==> src/rtl/sw_debounce.sv <==
// Switch conditioner: 2-flop synchroniser plus per-bit stability counter,
// with registered rise/fall pulses and a sticky acknowledgeable change flag.
module sw_debounce #(
    parameter int WIDTH           = 8,
    parameter int DEBOUNCE_CYCLES = 50000,
    parameter int CNT_W           = 16
) (
    input  logic             sys_clk,
    input  logic             RSTn,
    input  logic [WIDTH-1:0] sw_raw,
    output logic [WIDTH-1:0] sw_stable,
    output logic [WIDTH-1:0] sw_rise,
    output logic [WIDTH-1:0] sw_fall,
    output logic             sw_change,
    output logic             evt_pending,
    input  logic             evt_ack
);

    localparam logic [CNT_W-1:0] CNT_MAX = CNT_W'(DEBOUNCE_CYCLES - 1);

    logic [WIDTH-1:0] s1_q, s1_d;
    logic [WIDTH-1:0] s2_q, s2_d;
    logic [CNT_W-1:0] cnt_q [WIDTH];
    logic [CNT_W-1:0] cnt_d [WIDTH];
    logic [WIDTH-1:0] sw_stable_q, sw_stable_d;
    logic [WIDTH-1:0] sw_rise_q, sw_rise_d;
    logic [WIDTH-1:0] sw_fall_q, sw_fall_d;
    logic             sw_change_q, sw_change_d;
    logic             evt_pending_q, evt_pending_d;
    logic [WIDTH-1:0] update;

    always_comb begin
        s1_d          = sw_raw;
        s2_d          = s1_q;
        sw_stable_d   = sw_stable_q;
        update        = '0;
        for (int i = 0; i < WIDTH; i++) begin
            cnt_d[i] = '0;
            // Any cycle of agreement restarts the count, so glitches never accumulate.
            if (s2_q[i] != sw_stable_q[i]) begin
                if (cnt_q[i] == CNT_MAX) begin
                    update[i]      = 1'b1;
                    sw_stable_d[i] = s2_q[i];
                end else begin
                    cnt_d[i] = cnt_q[i] + 1'b1;
                end
            end
        end
        sw_rise_d   = s2_q & ~sw_stable_q & update;
        sw_fall_d   = ~s2_q & sw_stable_q & update;
        sw_change_d = |(sw_rise_d | sw_fall_d);
        // A new change must never be lost to a concurrent acknowledge.
        if (|update) begin
            evt_pending_d = 1'b1;
        end else if (evt_ack) begin
            evt_pending_d = 1'b0;
        end else begin
            evt_pending_d = evt_pending_q;
        end
    end

    always_ff @(posedge sys_clk) begin
        if (!RSTn) begin
            s1_q          <= '0;
            s2_q          <= '0;
            sw_stable_q   <= '0;
            sw_rise_q     <= '0;
            sw_fall_q     <= '0;
            sw_change_q   <= 1'b0;
            evt_pending_q <= 1'b0;
            for (int i = 0; i < WIDTH; i++) begin
                cnt_q[i] <= '0;
            end
        end else begin
            s1_q          <= s1_d;
            s2_q          <= s2_d;
            sw_stable_q   <= sw_stable_d;
            sw_rise_q     <= sw_rise_d;
            sw_fall_q     <= sw_fall_d;
            sw_change_q   <= sw_change_d;
            evt_pending_q <= evt_pending_d;
            for (int i = 0; i < WIDTH; i++) begin
                cnt_q[i] <= cnt_d[i];
            end
        end
    end

    assign sw_stable   = sw_stable_q;
    assign sw_rise     = sw_rise_q;
    assign sw_fall     = sw_fall_q;
    assign sw_change   = sw_change_q;
    assign evt_pending = evt_pending_q;

endmodule
==> config.mk <==
export PLATFORM = sky130hd
export DESIGN_NAME = sw_debounce
export DESIGN_NICKNAME = d
export VERILOG_FILES = /design/src/rtl/sw_debounce.sv
export SDC_FILE = /design/constraint.sdc
export NUM_CORES = 1
export LEC_CHECK = 0
export BUFFER_PORTS_ARGS = -buffer_cell sky130_fd_sc_hd__buf_4
export CORE_ASPECT_RATIO = 1.1
export CORE_MARGIN = 3
export CORE_UTILIZATION = 60
export DETAILED_ROUTE_END_ITERATION = 7
export PLACE_DENSITY = 0.79
export SYNTH_ARGS = -nofsm -noshare
export SYNTH_HDL_FRONTEND = slang
export SYNTH_SLANG_ARGS = --single-unit
export TNS_END_PERCENT = 5
==> constraint.sdc <==
create_clock -name sys_clk -period 2.8 [get_ports sys_clk]
set_input_delay 0.56 -clock sys_clk [delete_from_list [all_inputs] [get_ports sys_clk]]
set_output_delay 0.56 -clock sys_clk [all_outputs]
set_load 0.03 [all_outputs]
==> metrics list <==
* Result of the run: completed
* Post-layout min period: 1894 ps
- Traced cell by cell, the critical path runs through inv_1 -> ha_1 -> nor4bb_1 -> and4_1 -> o21ai_0 -> a41oi_1.
* Largest fanout on the critical path: 5
- The floorplan step defined a die boundary enclosing 0.01335 sq mm.
* Initial cell density of the core: 62.09%
- Floorplan die width: 110.4 microns
- Number of different library cells in the post-synthesis netlist: 46
- Final number of hold-violating endpoints: 0
* Largest net degree at the start of global routing: 37
- # DRC: 0
- The initial antenna violation count is 0.
- The clock arrives with 17.15 ps of skew.
* Leading cell types in the layout, fill and taps excluded: 170 x dfxtp_1, 162 x nor2_1, 59 x xor2_1
- The path class of the tightest hold or removal check is in -> reg.
* Crit path required time: 3140 ps
- In this run the static leakage power is 2.944 nW.
- Counting along the longest clock path gives a buffer depth of 2.
- Detailed-route vias per instance: 5.372
- For the pin with the worst max-slew slack, the measured transition is 715.7 ps.
- Area used by multi-input combinational logic: 0.003553 sq mm
* # fillers: 882
- Number of design-rule violations left by the first detailed-router iteration: 320
- In this run the clock root is driven by a clkbuf_16.
- Register-to-register setup slack: 910 ps
* Post-synthesis sequential area ratio: 47.28%
- The worst-case IR drop observed on VDD is 571.6 uV.
- Flip-flop and latch count after synthesis: 170
- Origin of the worst min-delay path: sw_raw[2]
- Fin util: 70.35%
* Syn_area_per_cell: 9.123 sq um
* Congestion Overflow GR: 0
* RSZ-0062 raised after global routing: no
- Routed WL per cell: 14.09 microns
* Timing endpoint of the critical path: sw_change
* FMAX: 528.1 MHz
- After clock tree synthesis, the repair step resized 0 gates.
- Compared with the post-synthesis result, the final layout area differs by 13.31%.
- Wire length after detailed routing: 13970 microns
- Area share of the leading cell type in the synthesized netlist: 47.28%
- The slowest stage of the critical path is the dfxtp_1 cell.
* Number of antenna cells inserted: 0
* Clock tree from TritonCTS: yes
* Net count reported at finish: 866
- Worst Hold Slack: 340.1 ps
- Total of endpoints with negative setup slack in the final report: 0
- Synthesis produced a netlist with a net count of 824.
* Global-route wire length before repair: 23800 microns
- The number of placed instances, taps included, is 962.
- Worst reg2reg path depth: 6
* Worst-path clk slew: 60 ps
- During placement, the flow inserted port buffers numbering 36.
- After clock tree synthesis, the flow added hold-fix buffers numbering 0.
- The worst path uses 67.63% of the clock period.
- Die outline height: 120.9 microns
* CP Class: reg -> reg
- RR Startpoint: sw_stable[5]
* Final number of max-transition violations: 0
- Warning count from the yosys run: 0
- The congestion estimate from routability-driven global placement came to 0.8392.
* Setup TNS Final: 0 ps
* Largest stage delay, worst path: 370 ps
- All-layer global routing usage: 21.88%
- The cell area that synthesis handed to floorplanning was 0.007198 sq mm.
* Vias: 5324
* Fraction of final layout cells with drive strength greater than 1: 9.394%
- The worst pin sits at a relative slew slack of 51.84%.
- The H-tree was split into 4 levels.
* Post-detailed-placement half-perimeter wirelength: 9735 microns
* Ports: 37
* Arrival time of the worst setup path: 2230 ps
- Count of TritonRoute iterations in the first routing pass: 5
- Leaving out fill and tap cells, the most frequent cell in the layout is dfxtp_1.
- Once the clock tree was built, the setup fixing pass inserted 0 buffers.
- After routing the design area is 0.008157 sq mm.
- Sequential Area: 0.003403 sq mm
* Power Density: 589.9 mW/mm^2
* Reg2reg end: sw_change
- The tree built by TritonCTS fans out to 170 sinks.
- The number of clock buffers added by TritonCTS is 17.
- Start point of the critical path: sw_stable[5]
- Area after DPL: 0.007584 sq mm
* Via count of the first global-routing pass: 5268
* Yosys top cell by area: dfxtp_1
- Final cell count without fillers: 991
- Type of destination of the critical path: flop
- The floorplan has 41 rows.
* Top area cells in the synthesized netlist: dfxtp_1 47%, nor2_1 8.4%, xor2_1 7.2%
- Total core area: 0.01159 sq mm
* Cell count after synthesis: 789
- Number of maximum-capacitance violations: 0
* Launching element type of the critical path: flop
* Final antenna-violating net count: 0
* Clock latency reported for the late side of the worst-skew pair: 430 ps
==> layer usage <==
metal	track usage (%)	routed length, microns	up-vias
li1	-	-	2709
met1	24.14	5927	2518
met2	39.19	7271	78
met3	6.633	506	19
met4	9.084	263	0
met5	0	0	-
==> worst max-delay path: cells and delay by family, from the launching register on <==
| family | cells | cell delay [ps] |
|---|---|---|
| AND/OR/NAND/NOR | 2 | 660 |
| adder cells (fa/ha/maj) | 1 | 310 |
| flip-flops | 1 | 370 |
| buffers and inverters | 1 | 60 |
| AO/OA/AOI/OAI | 2 | 400 |
==> Yosys cell counts (all sizes together) <==
| library cell | n |
|---|---|
| dfxtp | 170 |
| nor2 | 162 |
| xor2 | 59 |
| xnor2 | 52 |
| nand3 | 49 |
| nand2 | 47 |
| inv | 43 |
| and3 | 35 |
| ha | 24 |
| nand4 | 21 |
| and2 | 19 |
| nor3 | 18 |
| nor4b | 12 |
| nor4 | 10 |
| buf | 9 |
| a21oi | 8 |
| and4b | 7 |
| o21ai | 7 |
| clkbuf | 5 |
| and4 | 4 |
| nand3b | 4 |
| or3 | 4 |
| mux2i | 3 |
| nor4bb | 3 |
| nor2b | 2 |
| o311ai | 2 |
| or4b | 2 |
| a221oi | 1 |
| a41oi | 1 |
| and4bb | 1 |
| nand4b | 1 |
| nor3b | 1 |
| o21a | 1 |
| o22ai | 1 |
| or2 | 1 |
==> worst min-delay path by stage <==
stage	slack (ps)	cells past startpoint	end
floorplan	410	1	s2_q[0]
global placement	410	1	s2_q[7]
detailed placement	420	1	s2_q[7]
CTS	330	2	s1_q[2]
global route	320	2	s1_q[2]
finish	340	2	s1_q[2]
==> kinds of logic after synthesis <==
kind of cell             Yosys count  share of synthesized area, %
AO/OA/AOI/OAI                     21                         2.260
XOR/XNOR                         111                         13.51
adder cells (fa/ha/maj)           24                         4.172
buffers and inverters             57                         3.355
flip-flops                       170                         47.28
multiplexers                       3                        0.4172
AND/OR/NAND/NOR                  403                         29.01
==> registers in the layout (all words and copies together) (netlist names) <==
register,flops
cnt_q,128
s1_q,8
s2_q,8
sw_fall,8
sw_rise,8
sw_stable,8
evt_pending,1
sw_change,1
==> per-stage QoR <==
step | power (mW) | worst slack (ps)
after floorplan | 2.538 | 992.3
after global placement | 2.558 | 1018
after detailed placement | 2.562 | 918.3
after CTS | 4.853 | 901.4
after global routing | 4.963 | 787.0
final | 4.812 | 906.3
==> area by class of cell <==
| cell class | instances | area share, % |
|---|---|---|
| sequential | 170 | 41.72 |
| tap | 150 | 2.301 |
| timing repair buffer | 37 | 3.405 |
| clock inverter | 8 | 1.503 |
| inverter | 43 | 1.979 |
| multi-input combinational | 562 | 43.57 |
| clock buffer | 21 | 5.522 |
==> power by group <==
group | switching (mW) | leakage [nW] | total, mW | internal (mW)
Clock | 0.897 | 0.271 | 2.30 | 1.41
Sequential | 0.00792 | 1.37 | 2.44 | 2.43
Combinational | 0.0416 | 1.30 | 0.0675 | 0.0258
No activity file was read; power rests on OpenSTA's default activity.
